### src/rtl/instruction_fetch_sequencer.sv
// instruction_fetch_sequencer: IDLE/REQ/HOLD fetch FSM between PC, I-mem and decode.
// Define FETCH_TIMEOUT_EN to add a request timeout with a sticky ERR state.
module instruction_fetch_sequencer #(
    parameter int TIMEOUT_CYCLES = 16
) (
    input  logic        Clk,
    input  logic        Reset,
    input  logic [31:0] PCResult,
    output logic [31:0] Address,
    output logic        MemReq,
    output logic [31:0] MemAddr,
    input  logic        MemAck,
    input  logic [31:0] MemData,
    output logic [31:0] Instr,
    output logic        InstrValid,
    input  logic        InstrReady,
    input  logic        Redirect,
    input  logic [31:0] RedirectTarget,
    output logic        FetchErr
);

`ifdef FETCH_TIMEOUT_EN
    typedef enum logic [1:0] {
        IDLE = 2'd0,
        REQ  = 2'd1,
        HOLD = 2'd2,
        ERR  = 2'd3
    } state_t;
`else
    typedef enum logic [1:0] {
        IDLE = 2'd0,
        REQ  = 2'd1,
        HOLD = 2'd2
    } state_t;
`endif

    state_t state;
    state_t state_nxt;
    logic   capture;
    logic   timeout_hit;

    // A memory response is only taken while a request is outstanding and
    // no redirect is squashing the fetch.
    assign capture = (state == REQ) && MemAck && !Redirect;

    // The read address always tracks the held PC.
    assign MemAddr = PCResult;

`ifdef FETCH_TIMEOUT_EN
    localparam int CNT_W = $clog2(TIMEOUT_CYCLES + 1);

    logic [CNT_W-1:0] wait_cnt;

    // Count REQ cycles without MemAck; cleared on every entry into REQ.
    always_ff @(posedge Clk or negedge Reset) begin
        if (!Reset) begin
            wait_cnt <= '0;
        end else if ((state_nxt == REQ) && ((state != REQ) || Redirect)) begin
            wait_cnt <= '0;
        end else if ((state == REQ) && !MemAck) begin
            wait_cnt <= wait_cnt + CNT_W'(1);
        end
    end

    assign timeout_hit = (state == REQ) && !MemAck &&
                         (wait_cnt == CNT_W'(TIMEOUT_CYCLES - 1));
`else
    logic unused_timeout;

    assign unused_timeout = (TIMEOUT_CYCLES != 0);
    assign timeout_hit    = 1'b0;
`endif

    // State register.
    always_ff @(posedge Clk or negedge Reset) begin
        if (!Reset) begin
            state <= IDLE;
        end else begin
            state <= state_nxt;
        end
    end

    // Next-state logic; a redirect overrides everything and restarts fetch.
    always_comb begin
        state_nxt = state;
        if (Redirect) begin
            state_nxt = REQ;
        end else begin
            case (state)
                IDLE: state_nxt = REQ;
                REQ: begin
                    if (MemAck) begin
                        state_nxt = HOLD;
                    end else if (timeout_hit) begin
`ifdef FETCH_TIMEOUT_EN
                        state_nxt = ERR;
`else
                        state_nxt = REQ;
`endif
                    end
                end
                HOLD: begin
                    if (InstrReady) begin
                        state_nxt = REQ;
                    end
                end
`ifdef FETCH_TIMEOUT_EN
                ERR: state_nxt = ERR;
`endif
                default: state_nxt = IDLE;
            endcase
        end
    end

    // Output decode; the PC advances only on a completed decode handshake.
    always_comb begin
        MemReq     = 1'b0;
        InstrValid = 1'b0;
        FetchErr   = 1'b0;
        Address    = PCResult;
        case (state)
            REQ: MemReq = 1'b1;
            HOLD: begin
                InstrValid = !Redirect;
                if (InstrReady) begin
                    Address = PCResult + 32'd4;
                end
            end
`ifdef FETCH_TIMEOUT_EN
            ERR: FetchErr = 1'b1;
`endif
            default: begin
            end
        endcase
        if (Redirect) begin
            Address = RedirectTarget;
        end
        if (!Reset) begin
            MemReq     = 1'b0;
            InstrValid = 1'b0;
            FetchErr   = 1'b0;
            Address    = PCResult;
        end
    end

    // Instruction register, loaded only by an accepted memory response.
    always_ff @(posedge Clk or negedge Reset) begin
        if (!Reset) begin
            Instr <= 32'd0;
        end else if (capture) begin
            Instr <= MemData;
        end
    end

endmodule

### config.mk
export PLATFORM = sky130hd
export DESIGN_NAME = instruction_fetch_sequencer
export DESIGN_NICKNAME = d
export VERILOG_FILES = /design/src/rtl/instruction_fetch_sequencer.sv
export SDC_FILE = /design/constraint.sdc
export NUM_CORES = 1
export LEC_CHECK = 0
export ABC_CLOCK_PERIOD_IN_PS = 3900
export CORE_UTILIZATION = 35
export DETAILED_ROUTE_END_ITERATION = 7
export GPL_ROUTABILITY_DRIVEN = 0
export PLACE_DENSITY = 0.82
export RECOVER_POWER = 100
export SLEW_MARGIN = 20
export SYNTH_ARGS = -nofsm -noshare
export SYNTH_HDL_FRONTEND = slang
export SYNTH_SLANG_ARGS = --single-unit
### constraint.sdc
create_clock -name Clk -period 3.9 [get_ports Clk]
set_input_delay 0.975 -clock Clk [delete_from_list [all_inputs] [get_ports Clk]]
set_output_delay 0.975 -clock Clk [all_outputs]
set_load 0.03 [all_outputs]
==> impl_metrics.csv, run 1 <==
group,metric,value,unit
synthesis,yosysTopAreaCellShare,31.4,%
synthesis,synth_warnings,0,
critical_path,worst-setup-path-type,"in2out",
power_and_ir_drop,p_seq_share,31.1,%
synthesis,syn_nets,424,
sta,finClkSkew,0.00282,ns
power_and_ir_drop,switchingPower,598,uW
die,coreArea,7370,sq um
cells_and_area,diodes,0,
critical_path,worst-path-buf-inv,2,
critical_path,path_cells,"clkdlybuf4s15_2 > nand2_2 > or4_4 > or3_4 > or4_4 > nand3_2 > buf_6",
power_and_ir_drop,p_sw_share,39.7,%
clocking,clk_pin_slew,0.06,ns
grt,antenna_found_initial,0,
synthesis,ys_seq_elements,34,
run,maxCapViolCount,1,
grt,grt_overflow,0,
power_and_ir_drop,p_comb_share,53.2,%
critical_path,worstSetupEndpointType,"output port",
cells_and_area,nets,640,
detailed_routing,ant_nets,0,
power_and_ir_drop,ir_worst_vdd,298,uV
cells_and_area,layoutNonFillerInstCount,637,
critical_path,critical_path.max_stage_delay,0.53,ns
synthesis,synth_cell_types,55,
synthesis,synth_compound_area_share,19.6,%
synthesis,muxShareOfSynthArea,13.7,%
sta,rsz0062_at_grt,"false",
clocking,clockRootBuffer,"clkbuf_8",
synthesis,async_flop_share,100,%
synthesis,yosysSeqAreaShare,31.4,%
sta,final-max-slew-violation-count,33,
sta,finalHoldViolCount,0,
placement,io_buffers,198,
power_and_ir_drop,p_leak,2.09,nW
die,die_h,90.0,um
detailed_routing,wirelength,10400,um
clocking,numClockSinks,34,
sta,worst_slew_margin_rel,-15.6,%
synthesis,synthAdderAreaFrac,0.462,%
synthesis,synth_simple_gate_area_share,21.7,%
synthesis,synth_top_family_by_area,"simple AND/OR/NAND/NOR gates",
placement,place_inst,624,
synthesis,synth_edf_count,0,
cells_and_area,area_growth,83.3,%
critical_path,crit_arrival,2.89,ns
synthesis,synthTopCellsByArea,"dfrtp_1 31%, mux2_2 14%, buf_4 9.1%",
critical_path,required,2.92,ns
synthesis,synth_flop_cell,"dfrtp_1",
detailed_routing,viasPerCell,5.42,
sta,period_share,99.1,%
die,die_x,90.0,um
critical_path,startpoint_type,"primary input",
cells_and_area,drive_gt1_share,28.4,%
clocking,tritoncts,"done",
synthesis,synth_top_area_cell,"dfrtp_1",
sta,worst_pin_slew,1.73,ns
worst_hold_path,min_path_type,"reg2reg",
clocking,clk_latency,0.28,ns
clocking,cts_buffers,5,
die,start_util,36.8,%
synthesis,synthXorXnorAreaFrac,0,%
synthesis,post_synth.cell_area_avg,8.41,sq um
clocking,cts_hold_buf,0,
grt,grt_pass1_vias,3468,
clocking,clockBufferDepth,2,
power_and_ir_drop,p_int,906,uW
power_and_ir_drop,p_per_area,303,nW/um^2
detailed_routing,drt_iter0_markers,162,
clocking,h-tree-depth,2,
grt,grt_pass1_wl,16600,um
detailed_routing,drt_pass1_iterations,5,
power_and_ir_drop,pwr-share-clk,15.8,%
grt,grt_max_degree,37,
cells_and_area,fillCellCount,621,
critical_path,crit_family,"simple AND/OR/NAND/NOR gates",
run_status,status,"finished with violations",
detailed_routing,drc_errors,0,
synthesis,synthCells,322,
critical_path,crit_top_cell,"or4_4",
synthesis,synthesis.area,2710,sq um
sta,final-setup-viol-count,0,
die,io_pins,200,
die,fp.dieArea,8100,sq um
detailed_routing,routedWlPerCell,16.4,um
sta,timing.final.crit_period,3.87,ns
placement,dp_hpwl,8140,um
sta,worst_slack,0.0346,ns
run_status,violations,"capacitance limit, slew limit",
sta,max_freq,259,MHz
die,num_rows,31,
placement,pre_cts_slack,-0.347,ns
critical_path,worstPathMaxFanout,4,
grt,track_usage,24.9,%
critical_path,crit_path_top_delay_cell,"or4_4",
detailed_routing,dr_total_vias,3450,
[placed cells by master (no fill, tap or decap), types with 12 or more instances in the layout]
cell,count
mux2_2,33
nand2_1,29
dfrtp_1,34
dlygate4sd3_1,66
buf_4,70
nor2_1,19
clkdlybuf4s50_1,83
nand3_1,13
nor3_1,12
o21ai_0,14
a21oi_1,17
[area by class of cell]
class / instances / area (sq um) / share of cell area, %
repair buffers: 262 / 2320 / 46.8
multi-input cells: 228 / 1560 / 31.5
flip-flops and latches: 34 / 851 / 17.1
well taps: 99 / 124 / 2.49
clock buffers: 5 / 68.8 / 1.39
inverters: 7 / 26.3 / 0.529
clock inverters: 2 / 10.0 / 0.202
[kinds of logic (layout without fill, tap and decap cells)]
family          after synthesis  in the layout
compound gates               77             77
fa+ha+maj                     1              1
buf+inv                      60            276
flops                        34             34
mux                          33             33
other cells                   1              1
simple gates                116            116
[power groups by stage]
| stage | sequential (mW) | clock [mW] | combinational, mW |
|---|---|---|---|
| 5_1_grt | 0.479 | 0.260 | 0.838 |
| 2_1_floorplan | 0.627 | 0 | 0.283 |
| 4_1_cts | 0.472 | 0.248 | 0.846 |
| 3_5_place_dp | 0.476 | 0 | 0.843 |
| 6_report | 0.467 | 0.237 | 0.799 |
| 3_3_place_gp | 0.470 | 0 | 0.832 |
[cell usage after synthesis (all sizes together) (4+ instances only)]
master / count
a21oi: 17
a222oi: 4
a22oi: 5
and3: 4
and4: 4
buf: 36
clkbuf: 17
dfrtp: 34
inv: 6
mux2: 33
nand2: 31
nand3: 15
nand4: 8
nor2: 21
nor3: 13
o21ai: 14
o22ai: 5
[worst register-to-register path, cell delays in order (launching register included)]
cell	delay [ns]
dfrtp_1	0.40
inv_1	0.14
nand3_1	0.11
nor2_1	0.10
clkbuf_1	1.25
mux2_2	0.47
[per-layer routing]
layer | GRT usage (%) | part of all wire (%)
met1 | 29.1 | 39
met2 | 43.8 | 50
met3 | 5.33 | 7.5
met4 | 10.9 | 3.8
met5 | 0 | 0
[stage by stage]
stage               setup TNS [ns]  hold slack (ns)  instance area [sq um]  power [mW]  utilization (%)
floorplan                  -0.0444            0.535                   2720       0.910                -
global placement             -2.10            0.489                   4860        1.30             66.0
detailed placement           -2.52            0.495                   4860        1.32             66.0
CTS                              0            0.510                   5000        1.57             67.9
global route                     0            0.522                   4970        1.58             67.4
finish                           0            0.500                   4970        1.50             67.4
[worst paths after layout]
| kind | startpoint | end | slack, ns | cells after the start |
|---|---|---|---|---|
| max in group asynchronous | Reset | Instr[16]$_DFFE_PN0P_ | 2.64 | 2 |
| min in group asynchronous | Reset | state[0]$_DFFE_PN0P_ | 0.54 | 1 |
| max | PCResult[13] | Address[28] | 0.03 | 7 |
| min reg2reg | Instr[17]$_DFFE_PN0P_ | Instr[17]$_DFFE_PN0P_ | 0.50 | 1 |
| min | Instr[17]$_DFFE_PN0P_ | Instr[17]$_DFFE_PN0P_ | 0.50 | 1 |
| max reg2reg | state[1]$_DFFE_PN0P_ | Instr[7]$_DFFE_PN0P_ | 1.32 | 5 |
[repair_timing]
item | CTS | global route
setup buffers | 5 | 1
resized for setup | 37 | 10
setup endpoints to repair | 16 | 8
pin swaps | 8 | 2
[state kept, by name, indices dropped and copies added (netlist names)]
name and count:
Instr 32, state 2
Power figures use the tool's default switching activity.
==> run 2: changes to the inputs <==
--- a/config.mk
+++ b/config.mk
@@ -5,7 +5,7 @@
 export SDC_FILE = /design/constraint.sdc
 export NUM_CORES = 1
 export LEC_CHECK = 0
-export ABC_CLOCK_PERIOD_IN_PS = 3900
+export ABC_CLOCK_PERIOD_IN_PS = 4300
 export CORE_UTILIZATION = 35
 export DETAILED_ROUTE_END_ITERATION = 7
 export GPL_ROUTABILITY_DRIVEN = 0
==> constraint.sdc (replaced) <==
create_clock -name Clk -period 4.3 [get_ports Clk]
set_input_delay 1.075 -clock Clk [delete_from_list [all_inputs] [get_ports Clk]]
set_output_delay 1.075 -clock Clk [all_outputs]
set_load 0.03 [all_outputs]
==> run 2 against run 1 <==
Net effect:
- the flow still finishes with violations (capacitance limit, slew limit)
- die area stayed put
- wire length is 0.25% higher
- combinational power is 9.6% lower
- critical path depth stayed put
- cell area is 1.6% lower
- setup slack better by 0.022 ns
- non-clock buffer count is 14 lower
- worst hold slack hardly changed
- core utilization is 1.1 points lower
- critical path type unchanged
- critical endpoint unchanged
- largest power group unchanged
==> impl_metrics.csv, run 2 (synthesis gave the netlist of run 1 again) <==
group,metric,value,unit
run_status,status,"finished with violations",
run_status,violations,"capacitance limit, slew limit",
cells_and_area,nets,626,
cells_and_area,area_growth,80.4,%
critical_path,startpoint_type,"primary input",
grt,antenna_found_initial,1,
clocking,clk_pin_slew,0.07,ns
power_and_ir_drop,ir_worst_vdd,301,uV
grt,track_usage,25.2,%
clocking,cts_buffers,5,
sta,worst_slew_margin_rel,-16.1,%
power_and_ir_drop,pwr-share-clk,20.5,%
run,maxCapViolCount,1,
critical_path,crit_arrival,3.17,ns
detailed_routing,wirelength,10500,um
detailed_routing,drc_errors,0,
sta,finClkSkew,0.00818,ns
sta,final-setup-viol-count,0,
die,start_util,36.8,%
power_and_ir_drop,p_sw_share,37.8,%
clocking,h-tree-depth,2,
grt,grt_overflow,0,
placement,dp_hpwl,8210,um
clocking,clockBufferDepth,2,
clocking,tritoncts,"done",
worst_hold_path,min_from,"Instr[14]$_DFFE_PN0P_",
placement,io_buffers,198,
power_and_ir_drop,p_leak,2.01,nW
detailed_routing,viasPerCell,5.55,
grt,grt_pass1_vias,3349,
power_and_ir_drop,p_per_area,295,nW/um^2
cells_and_area,fillCellCount,628,
power_and_ir_drop,p_total,1.44,mW
critical_path,crit_path_start,"PCResult[15]",
critical_path,worst-setup-path-type,"in2out",
grt,grt_max_degree,33,
cells_and_area,mostFrequentLayoutCell,"clkdlybuf4s50_1",
detailed_routing,ant_nets,0,
sta,final-max-slew-violation-count,33,
cells_and_area,layout_common_cells,"95 x clkdlybuf4s50_1, 67 x dlygate4sd3_1, 61 x buf_4",
detailed_routing,drt_iter0_markers,200,
die,die_x,90.0,um
die,num_rows,31,
critical_path,r2r-start,"state[1]$_DFFE_PN0P_",
critical_path,worstPathMaxFanout,4,
cells_and_area,fin_util,66.3,%
detailed_routing,dr_total_vias,3464,
sta,timing.final.crit_period,4.24,ns
die,fp.dieArea,8100,sq um
die,io_pins,200,
sta,max_freq,236,MHz
sta,period_share,98.7,%
power_and_ir_drop,p_seq_share,29.4,%
grt,grt_pass1_wl,16600,um
power_and_ir_drop,p_comb_share,50.1,%
cells_and_area,drive_gt1_share,23.3,%
die,coreArea,7370,sq um
power_and_ir_drop,switchingPower,545,uW
worst_hold_path,min_path_type,"reg2reg",
clocking,clk_latency,0.28,ns
detailed_routing,drt_pass1_iterations,5,
critical_path,required,3.22,ns
cells_and_area,top_register,"Instr",
sta,worst_pin_slew,1.74,ns
power_and_ir_drop,p_int,896,uW
die,die_h,90.0,um
detailed_routing,routedWlPerCell,16.7,um
critical_path,worstSetupEndpointType,"output port",
sta,rsz0062_at_grt,"false",
critical_path,r2r_setup_slack,1.71,ns
cells_and_area,largest_reg_flops,32,
clocking,clockRootBuffer,"clkbuf_8",
clocking,numClockSinks,34,
cells_and_area,reg_top3,"Instr (32), state (2)",
sta,finalHoldViolCount,0,
[run 2: cell count changes in the layout (fill, tap and decap cells not counted), moves of 3 or more]
cell | previous run | this run
dlygate4sd2_1 | 11 | 6
clkdlybuf4s50_1 | 83 | 95
clkbuf_1 | 6 | 10
clkbuf_2 | 11 | 5
buf_4 | 70 | 61
clkdlybuf4s15_2 | 3 | 0
buf_2 | 6 | 2
[run 2: final cells by class]
class	instances	area [sq um]	share of cell area, %
Timing Repair Buffer	248	2240	45.8
Multi-Input combinational cell	228	1530	31.4
Sequential cell	34	851	17.4
Tap cell	99	124	2.54
Clock buffer	6	82.6	1.69
Clock inverter	1	30.0	0.615
Inverter	7	26.3	0.538
Antenna cell	1	2.50	0.0512
[run 2: path summary, 6_finish.rpt]
kind / to / cells after the start
worst max-delay path: Address[28] / 7
worst min-delay path: Instr[14]$_DFFE_PN0P_ / 1
worst max register to register: Instr[29]$_DFFE_PN0P_ / 5
worst min register to register: Instr[14]$_DFFE_PN0P_ / 1
max in group asynchronous: Instr[3]$_DFFE_PN0P_ / 3
min in group asynchronous: Instr[9]$_DFFE_PN0P_ / 1
[run 2: timing repair]
action	CTS	global route
gates resized for setup	13	4
pin swaps	5	4
endpoints found under the setup margin	10	4
setup buffers	2	1
endpoints found under the hold margin	0	0
cloned	0	0
hold buffers	0	0
[run 2: per-layer routing]
metal | GRT usage [%] | up-vias | share of wire [%]
li1 | - | 1569 | -
met1 | 28.4 | 1619 | 36
met2 | 43.5 | 233 | 49
met3 | 6.26 | 43 | 9.3
met5 | 0 | - | 0
met4 | 14.0 | 0 | 5.1
[run 2: metrics by stage]
stage	hold slack (ns)	instance area, sq um	cells	TNS [ns]	setup WS, ns
floorplan	0.535	2710	322	0	0.0902
global placement	0.489	4780	613	-0.588	-0.147
detailed placement	0.496	4780	613	-0.774	-0.172
CTS	0.510	4930	622	0	0.0364
global route	0.511	4890	624	0	0.00194
finish	0.500	4890	624	0	0.0568
[run 2: critical path, stage by stage]
cell and delay (ns):
clkdlybuf4s50_1 0.47, nand2_1 0.05, or4_4 0.43, or3_4 0.43, or4_4 0.49, nand3_2 0.08
buf_6 0.13
[run 2: power by group through the flow]
stage / Clock, mW / Sequential [mW] / Combinational [mW]
floorplan: 0 / 0.569 / 0.256
global placement: 0 / 0.427 / 0.751
detailed placement: 0 / 0.433 / 0.762
CTS: 0.305 / 0.428 / 0.765
global route: 0.317 / 0.433 / 0.761
finish: 0.295 / 0.424 / 0.722
